## config.mk

```make
export PLATFORM = sky130hd
export DESIGN_NAME = cu_sequencer_flat
export DESIGN_NICKNAME = d
export VERILOG_FILES = /design/src/rtl/cu_sequencer_if.sv /design/src/rtl/cu_sequencer.sv /design/src/flat_wrapper.sv
export SDC_FILE = /design/constraint.sdc
export NUM_CORES = 1
export LEC_CHECK = 0
export BUFFER_PORTS_ARGS = -buffer_cell sky130_fd_sc_hd__buf_2
export CORE_MARGIN = 4
export CORE_UTILIZATION = 46
export DETAILED_ROUTE_END_ITERATION = 12
export GPL_ROUTABILITY_DRIVEN = 0
export PLACE_DENSITY = 0.72
export REMOVE_ABC_BUFFERS = 1
export SKIP_CTS_REPAIR_TIMING = 1
export SYNTH_ARGS = -nofsm -noshare
export SYNTH_HDL_FRONTEND = slang
export SYNTH_SLANG_ARGS = --single-unit
```

## constraint.sdc

```tcl
create_clock -name clk -period 1.89 [get_ports clk]
set_input_delay 0.0945 -clock clk [delete_from_list [all_inputs] [get_ports clk]]
set_output_delay 0.0945 -clock clk [all_outputs]
set_load 0.01 [all_outputs]
```

## src/rtl/cu_sequencer_if.sv

```systemverilog
// Sequencer-side bus bundle: instruction memory read port, CU instruction/result
// pair, and the valid/ready result port toward downstream.
interface cu_sequencer_if #(
  parameter int unsigned ADDR_W  = 8,
  parameter int unsigned INSTR_W = 19,
  parameter int unsigned DATA_W  = 8
);
  logic               imem_en;
  logic [ADDR_W-1:0]  imem_addr;
  logic [INSTR_W-1:0] imem_rdata;
  logic [INSTR_W-1:0] cu_instr;
  logic [DATA_W-1:0]  cu_result;
  logic               res_valid;
  logic               res_ready;
  logic [DATA_W-1:0]  res_data;
  logic [ADDR_W-1:0]  res_addr;

  modport master (
    output imem_en, imem_addr, cu_instr, res_valid, res_data, res_addr,
    input  imem_rdata, cu_result, res_ready
  );

  modport slave (
    input  imem_en, imem_addr, cu_instr, res_valid, res_data, res_addr,
    output imem_rdata, cu_result, res_ready
  );
endinterface

```

## src/rtl/cu_sequencer.sv

```systemverilog
// Multi-cycle controller: fetches instructions from a synchronous memory, runs them
// through the combinational CU and emits each registered result on a valid/ready port.
module cu_sequencer #(
  parameter int unsigned ADDR_W  = 8,
  parameter int unsigned INSTR_W = 19,
  parameter int unsigned DATA_W  = 8
) (
  input  logic              clk,
  input  logic              rst_n,
  input  logic              start,
  input  logic [ADDR_W-1:0] base_addr,
  cu_sequencer_if.master    bus,
  output logic              busy,
  output logic              done,
  output logic [ADDR_W:0]   instr_count
);

  localparam logic [2:0] OP_HALT = 3'b000;

  typedef enum logic [2:0] {IDLE, FETCH, LOAD, EXEC, OUT, DONE} state_t;

  state_t             state_q, state_d;
  logic [ADDR_W-1:0]  pc_q, pc_d;
  logic [ADDR_W-1:0]  res_addr_q, res_addr_d;
  logic [INSTR_W-1:0] instr_q, instr_d;
  logic [DATA_W-1:0]  data_q, data_d;
  logic               valid_q, valid_d;
  logic [ADDR_W:0]    cnt_q, cnt_d;
  logic               en_q, busy_q, done_q;

  // Next-state and datapath update
  always_comb begin
    state_d    = state_q;
    pc_d       = pc_q;
    res_addr_d = res_addr_q;
    instr_d    = instr_q;
    data_d     = data_q;
    valid_d    = valid_q;
    cnt_d      = cnt_q;
    case (state_q)
      IDLE, DONE: begin
        if (start) begin
          pc_d    = base_addr;
          cnt_d   = '0;
          state_d = FETCH;
        end
      end
      FETCH: state_d = LOAD;
      LOAD: begin
        instr_d = bus.imem_rdata;
        state_d = (bus.imem_rdata[INSTR_W-1 -: 3] == OP_HALT) ? DONE : EXEC;
      end
      EXEC: begin
        data_d     = bus.cu_result;
        res_addr_d = pc_q;
        valid_d    = 1'b1;
        state_d    = OUT;
      end
      OUT: begin
        if (valid_q && bus.res_ready) begin
          valid_d = 1'b0;
          cnt_d   = cnt_q + (ADDR_W+1)'(1);
          // The address space does not wrap: the last word ends the run.
          if (&pc_q) begin
            state_d = DONE;
          end else begin
            pc_d    = pc_q + ADDR_W'(1);
            state_d = FETCH;
          end
        end
      end
      default: state_d = IDLE;
    endcase
  end

  // State and output registers; status flags are registered from the next state
  always_ff @(posedge clk or negedge rst_n) begin
    if (!rst_n) begin
      state_q    <= IDLE;
      pc_q       <= '0;
      res_addr_q <= '0;
      instr_q    <= '0;
      data_q     <= '0;
      valid_q    <= 1'b0;
      cnt_q      <= '0;
      en_q       <= 1'b0;
      busy_q     <= 1'b0;
      done_q     <= 1'b0;
    end else begin
      state_q    <= state_d;
      pc_q       <= pc_d;
      res_addr_q <= res_addr_d;
      instr_q    <= instr_d;
      data_q     <= data_d;
      valid_q    <= valid_d;
      cnt_q      <= cnt_d;
      en_q       <= (state_d == FETCH);
      busy_q     <= (state_d == FETCH) || (state_d == LOAD) ||
                    (state_d == EXEC)  || (state_d == OUT);
      done_q     <= (state_d == DONE);
    end
  end

  assign bus.imem_en   = en_q;
  assign bus.imem_addr = pc_q;
  assign bus.cu_instr  = instr_q;
  assign bus.res_valid = valid_q;
  assign bus.res_data  = data_q;
  assign bus.res_addr  = res_addr_q;
  assign busy          = busy_q;
  assign done          = done_q;
  assign instr_count   = cnt_q;

endmodule

```

## src/flat_wrapper.sv

```systemverilog
// flat-port wrapper written by rule: the top's interface ports become plain ports
module cu_sequencer_flat 
#(
  parameter int unsigned ADDR_W  = 8,
  parameter int unsigned INSTR_W = 19,
  parameter int unsigned DATA_W  = 8
)
  (clk, rst_n, start, base_addr, busy, done, instr_count, bus_imem_en, bus_imem_addr, bus_cu_instr, bus_res_valid, bus_res_data, bus_res_addr, bus_imem_rdata, bus_cu_result, bus_res_ready);
  cu_sequencer_if #(.ADDR_W(ADDR_W), .INSTR_W(INSTR_W), .DATA_W(DATA_W)) bus_i ();
  input  logic clk;
  input  logic rst_n;
  input  logic start;
  input  logic [ADDR_W-1:0] base_addr;
  output logic busy;
  output logic done;
  output logic [ADDR_W:0] instr_count;
  output wire logic [$bits(bus_i.imem_en)-1:0] bus_imem_en;
  output wire logic [$bits(bus_i.imem_addr)-1:0] bus_imem_addr;
  output wire logic [$bits(bus_i.cu_instr)-1:0] bus_cu_instr;
  output wire logic [$bits(bus_i.res_valid)-1:0] bus_res_valid;
  output wire logic [$bits(bus_i.res_data)-1:0] bus_res_data;
  output wire logic [$bits(bus_i.res_addr)-1:0] bus_res_addr;
  input wire logic [$bits(bus_i.imem_rdata)-1:0] bus_imem_rdata;
  input wire logic [$bits(bus_i.cu_result)-1:0] bus_cu_result;
  input wire logic [$bits(bus_i.res_ready)-1:0] bus_res_ready;
  assign bus_imem_en = bus_i.imem_en;
  assign bus_imem_addr = bus_i.imem_addr;
  assign bus_cu_instr = bus_i.cu_instr;
  assign bus_res_valid = bus_i.res_valid;
  assign bus_res_data = bus_i.res_data;
  assign bus_res_addr = bus_i.res_addr;
  assign bus_i.imem_rdata = bus_imem_rdata;
  assign bus_i.cu_result = bus_cu_result;
  assign bus_i.res_ready = bus_res_ready;
  cu_sequencer #(.ADDR_W(ADDR_W), .INSTR_W(INSTR_W), .DATA_W(DATA_W)) u_core (.clk(clk), .rst_n(rst_n), .start(start), .base_addr(base_addr), .bus(bus_i), .busy(busy), .done(done), .instr_count(instr_count));
endmodule
```

### Yosys cells after proc, flatten, opt, wreduce, memory -nomap -nowiden

Cells that the tools add are included.

* bits in registers: 59
* bits of input ports: 39
* output and inout port bits: 56
* logic and storage cells: 52

* $add $sub $neg: 2
* equal/unequal tests: 13
* multiplexer cells: 14
* reductions and logical operators: 13

Operator list (count)
* 8-bit 2-to-1 mux: 3
* 9-bit 2-to-1 mux: 2
* 9-bit case mux with 2 select lines: 1
* 8-bit case mux with 2 select lines: 1
* 3-bit case mux with 5 select lines: 1
* 3-bit by 2-bit == test with 1-bit output, second input constant: 4
* 3-bit == test, second input constant: 4
* 3-bit 2-to-1 mux: 4
* 9-bit by 1-bit adder with 9-bit output, second input constant: 1
* 8-bit by 1-bit adder with 8-bit output, second input constant: 1
* 8-bit AND reduction: 1
* 3-bit by 1-bit == test with 1-bit output, second input constant: 2
* 3-bit zero test: 2
* 2-bit inequality test, second input constant: 2
* 4-bit AND reduction: 1
* 2-bit nonzero test: 2
* 1-bit logical OR: 3
* 3-bit AND reduction: 1
* 2-bit by 1-bit inequality test with 1-bit output, second input constant: 1
* 1-bit case mux with 2 select lines: 1
* 2-bit AND reduction: 1
* 2-bit OR reduction: 1
* 1-bit logical AND: 1
* 1-bit 2-to-1 mux: 1

### Depth between registers and ports, before layout

* word-level depth: 8
* mapped depth: 8
* mapped depth without buffers: 6

### Worst setup path before layout

OpenSTA, ideal clock, no wires.

* path type: reg-to-reg
* start point: register u_core.state_q[0]
* end point: register u_core.instr_q[10], in the netlist u_core.bus.cu_instr[10]
* arrival time: 1.495 ns
* data required time: 1.765 ns
* slack: 0.270 ns
* cell stages (with the launch flop): 6
* cells stage by stage: dfrtp_1 buf_2 nor3b_2 buf_2 buf_2 mux2_2

* cells in the longest elaborated chain, start to end: 1

RTL lines
* start, declared: RTL line cu_sequencer.sv:22 `state_t state_q, state_d;`
* start signal, assigned: RTL line cu_sequencer.sv:90 `state_q <= state_d;`
* 3-bit by 2-bit == test with 1-bit output: RTL line cu_sequencer.sv:40 `case (state_q)`
* end signal, assigned: RTL line cu_sequencer.sv:93 `instr_q <= instr_d;`
* end, declared: RTL line cu_sequencer.sv:25 `logic [INSTR_W-1:0] instr_q, instr_d;`

Every way passes these cells.
A chain may end at the register's enable or synchronous reset.

### Worst setup path in the final report

* start point: register u_core.pc_q[0], in the netlist u_core.bus.imem_addr[0]
* end point: register u_core.pc_q[1], in the netlist u_core.bus.imem_addr[1]

* cells in the longest elaborated chain, start to end: 4
* elaborated cells on any way between the ends: 7

RTL lines
* start, declared: RTL line cu_sequencer.sv:23 `logic [ADDR_W-1:0] pc_q, pc_d;`
* start signal, assigned: RTL line cu_sequencer.sv:91 `pc_q <= pc_d;`
* 8-bit by 1-bit adder with 8-bit output: RTL line cu_sequencer.sv:67 `pc_d = pc_q + ADDR_W'(1);`
* 8-bit 2-to-1 mux: RTL line cu_sequencer.sv:64 `if (&pc_q) begin`
* 8-bit 2-to-1 mux: RTL line cu_sequencer.sv:60 `if (valid_q && bus.res_ready) begin`
* 8-bit case mux with 2 select lines: RTL line cu_sequencer.sv:40

Several ways; a longest one is shown, not always the timed one. The select of a mux whose other input is x is not followed.

==> impl_metrics.py <==
metrics = {
    "worst_setup_path": {
        "required_ns": 2.10,
        "critPathMaxStageDelay_ns": 0.38,
        "critical_path.cell_chain": "ha_1 -> and3_1 -> nand4_1 -> and3_1 -> and2_1 -> buf_12 -> a21oi_2",
        "worstPathArrival_ns": 1.97,
        "start_kind": "flop",
        "slowest_stage": "dfrtp_1",
        "r2r_end": "u_core.bus.imem_addr[1]",
        "reg2reg_depth": 7,
        "rrSetupSlack_ns": 0.13,
        "regToRegStartpoint": "u_core.bus.imem_addr[0]",
        "endpoint_kind": "flop",
        "cpMostUsedCell": "and3_1",
        "cp_max_fo": 8,
        "cp_num_buf_inv": 1,
        "path_class": "flop to flop",
        "critical-path-top-delay-family": "simple AND/OR/NAND/NOR gates",
    },
    "route": {
        "via_count": 2074,
        "drt_pre_antenna_iters": 4,
        "drt_wl_total_mm": 5.99,
        "drt-initial-drc-count": 68,
        "wl_per_cell_um": 14.4,
        "drc": 0,
        "antenna_left": 0,
        "vias_per_cell": 5.00,
    },
    "synthesis": {
        "ys_seq_area_share_pct": 56.5,
        "postSynthAreaPerCell_sq_um": 12.4,
        "synth_cell_types": 37,
        "synth-seq-cells": 59,
        "yosysWarnings": 0,
        "netlist_area_sq_um": 2610,
        "synthCells": 211,
    },
    "hold_path": {
        "hold_path.class": "input pin to flop",
        "hp-start": "bus_cu_result[2]",
        "hold_depth": 2,
        "holdPathEnd": "u_core.bus.res_data[2]",
    },
    "placement": {
        "io_buffers": 94,
        "dp_hpwl_mm": 4.20,
        "place_area_sq_um": 3240,
        "dp.cells": 380,
        "pre_cts_slack_ns": 0.144,
    },
    "clock_network": {
        "cts.sinks": 59,
        "cts_tree": "done",
        "cts_root_buf": "clkbuf_8",
        "cts_made_buffers": 9,
        "insertion_delay_ns": 0.33,
        "path_clk_slew_ns": 0.06,
        "h-tree-depth": 3,
        "clockBufferDepth": 2,
    },
    "global_routing": {
        "grt_use_total_pct": 17.4,
        "grt_max_degree": 55,
        "grt_overflow": 0,
        "antenna_found_initial": 0,
        "grt_pass1_vias": 2024,
        "grt_pass1_wl_mm": 9.69,
    },
    "timing": {
        "holdWs_ns": 0.000293,
        "skew_ns": 0.0118,
        "fmax_mhz": 569,
        "finalCritPeriodShare_pct": 93.1,
        "tns_ns": 0,
        "worstMarginPinSlew_ns": 0.360,
        "setup_viol": 0,
        "rsz0062_at_grt": "false",
        "relSlewSlack_pct": 76.0,
        "finalHoldViolations": 0,
        "finalWorstSetupSlack_ns": 0.131,
        "slew_violations": 0,
        "min_period_ns": 1.76,
    },
    "layout": {
        "drive_gt1_share_pct": 49.3,
        "nets": 379,
        "stdcell_area_sq_um": 3670,
        "layout_commonest_cell": "buf_2",
        "area_growth_pct": 40.7,
        "layout_common_cells": "94 x buf_2, 59 x dfrtp_1, 35 x mux2_2",
        "instances_no_fill": 415,
        "n_fill_cell": 432,
        "antenna_cells": 0,
    },
    "floorplanning": {
        "dieWidth_um": 83.3,
        "ioPinCount": 95,
        "die_area_sq_um": 6950,
        "core_area_sq_um": 5510,
        "start_util_pct": 47.4,
        "die_height_um": 83.3,
        "row_count": 27,
    },
    "pwr": {
        "vdd_drop_max_mv": 0.793,
        "powerDensity_nw_per_um2": 1660,
        "cellLeakagePower_nw": 1.73,
    },
    "flow_run": {
        "cap_violations": 0,
    },
    "run_status": {
        "status": "completed",
    },
}
==> kinds of logic after synthesis <==
| family | synth area share (%) |
|---|---|
| buffers and inverters | 3.02 |
| AND/OR/NAND/NOR | 12.7 |
| AO/OA/AOI/OAI | 8.63 |
| XOR/XNOR | 2.68 |
| adder cells (fa/ha/maj) | 0.958 |
| multiplexers | 15.5 |
| flip-flops | 56.5 |
==> worst max path at each step <==
stage	start	endpoint	slack, ns	cells past startpoint
final	u_core.bus.imem_addr[0]	u_core.bus.imem_addr[1]	0.13	7
after global routing	u_core.state_q[0]	u_core.bus.imem_addr[4]	0.006	6
after CTS	u_core.bus.imem_addr[0]	u_core.bus.imem_addr[1]	0.11	7
after detailed placement	u_core.bus.imem_addr[0]	u_core.bus.imem_addr[1]	0.14	7
after global placement	u_core.bus.imem_addr[0]	u_core.bus.imem_addr[6]	0.18	7
after floorplan	u_core.state_q[0]	u_core.bus.imem_addr[2]	-0.35	5
==> final cells by class <==
cell class / instances / area [sq um] / share of cell area [%]
Sequential cell: 59 / 1480 / 40.2
Multi-Input combinational cell: 137 / 1060 / 28.7
Timing Repair Buffer: 125 / 788 / 21.5
Clock buffer: 11 / 141 / 3.85
Clock inverter: 5 / 100 / 2.72
Tap cell: 72 / 90.1 / 2.45
Inverter: 6 / 22.5 / 0.613
==> routing by layer <==
metal  wire (um)  GRT usage [%]  vias up
li1            -              -     1000
met1        2540           21.2     1001
met2        3050           29.4       63
met3         315           3.97       10
met4          84           7.13        0
met5           0              0        -
==> registers in the layout, indices dropped and copies added, names as in the netlist <==
signal / count
u_core.bus.cu_instr: 19
u_core.instr_count: 9
u_core.bus.imem_addr: 8
u_core.bus.res_addr: 8
u_core.bus.res_data: 8
u_core.state_q: 3
u_core.bus.imem_en: 1
u_core.bus.res_valid: 1
u_core.busy: 1
u_core.done: 1
==> stage by stage <==
step           utilization, %  total power (W)
2_1_floorplan               -          0.00361
3_5_place_dp             58.9          0.00473
3_3_place_gp             58.9          0.00463
6_report                 66.7          0.00610
5_1_grt                  66.7          0.00651
4_1_cts                  63.3          0.00614
==> where the power goes <==
group	switching [W]	internal, W
Combinational	0.00125	0.00130
Sequential	0.000353	0.00181
Clock	0.000486	0.000908
==> synthesized netlist by cell type <==
cell | n | area, sq um
a21o_1 | 1 | 7.51
a21oi_1 | 3 | 15.0
a21oi_2 | 7 | 61.3
a22o_1 | 1 | 8.76
a31oi_1 | 6 | 37.5
and2_0 | 1 | 6.26
and2_1 | 2 | 12.5
and3_1 | 4 | 25.0
and4_1 | 1 | 8.76
buf_2 | 6 | 30.0
buf_4 | 2 | 15.0
buf_6 | 1 | 11.3
dfrtp_1 | 59 | 1480
ha_1 | 2 | 25.0
inv_1 | 6 | 22.5
mux2_2 | 35 | 394
mux2i_1 | 1 | 10.0
nand2_1 | 14 | 52.6
nand2b_1 | 3 | 18.8
nand3_1 | 6 | 30.0
nand4_1 | 2 | 12.5
nand4_2 | 1 | 12.5
nor2_1 | 10 | 37.5
nor2b_1 | 3 | 18.8
nor3_1 | 4 | 20.0
nor3b_1 | 1 | 7.51
nor3b_2 | 2 | 25.0
nor3b_4 | 1 | 18.8
nor4_2 | 1 | 12.5
o2111ai_1 | 1 | 8.76
o21ai_0 | 10 | 50.1
o21bai_1 | 1 | 7.51
o22ai_1 | 2 | 12.5
o32ai_2 | 1 | 16.3
or3_1 | 2 | 12.5
xnor2_1 | 4 | 35.0
xor2_1 | 4 | 35.0
Note: power is estimated with default switching activity, not from simulation.
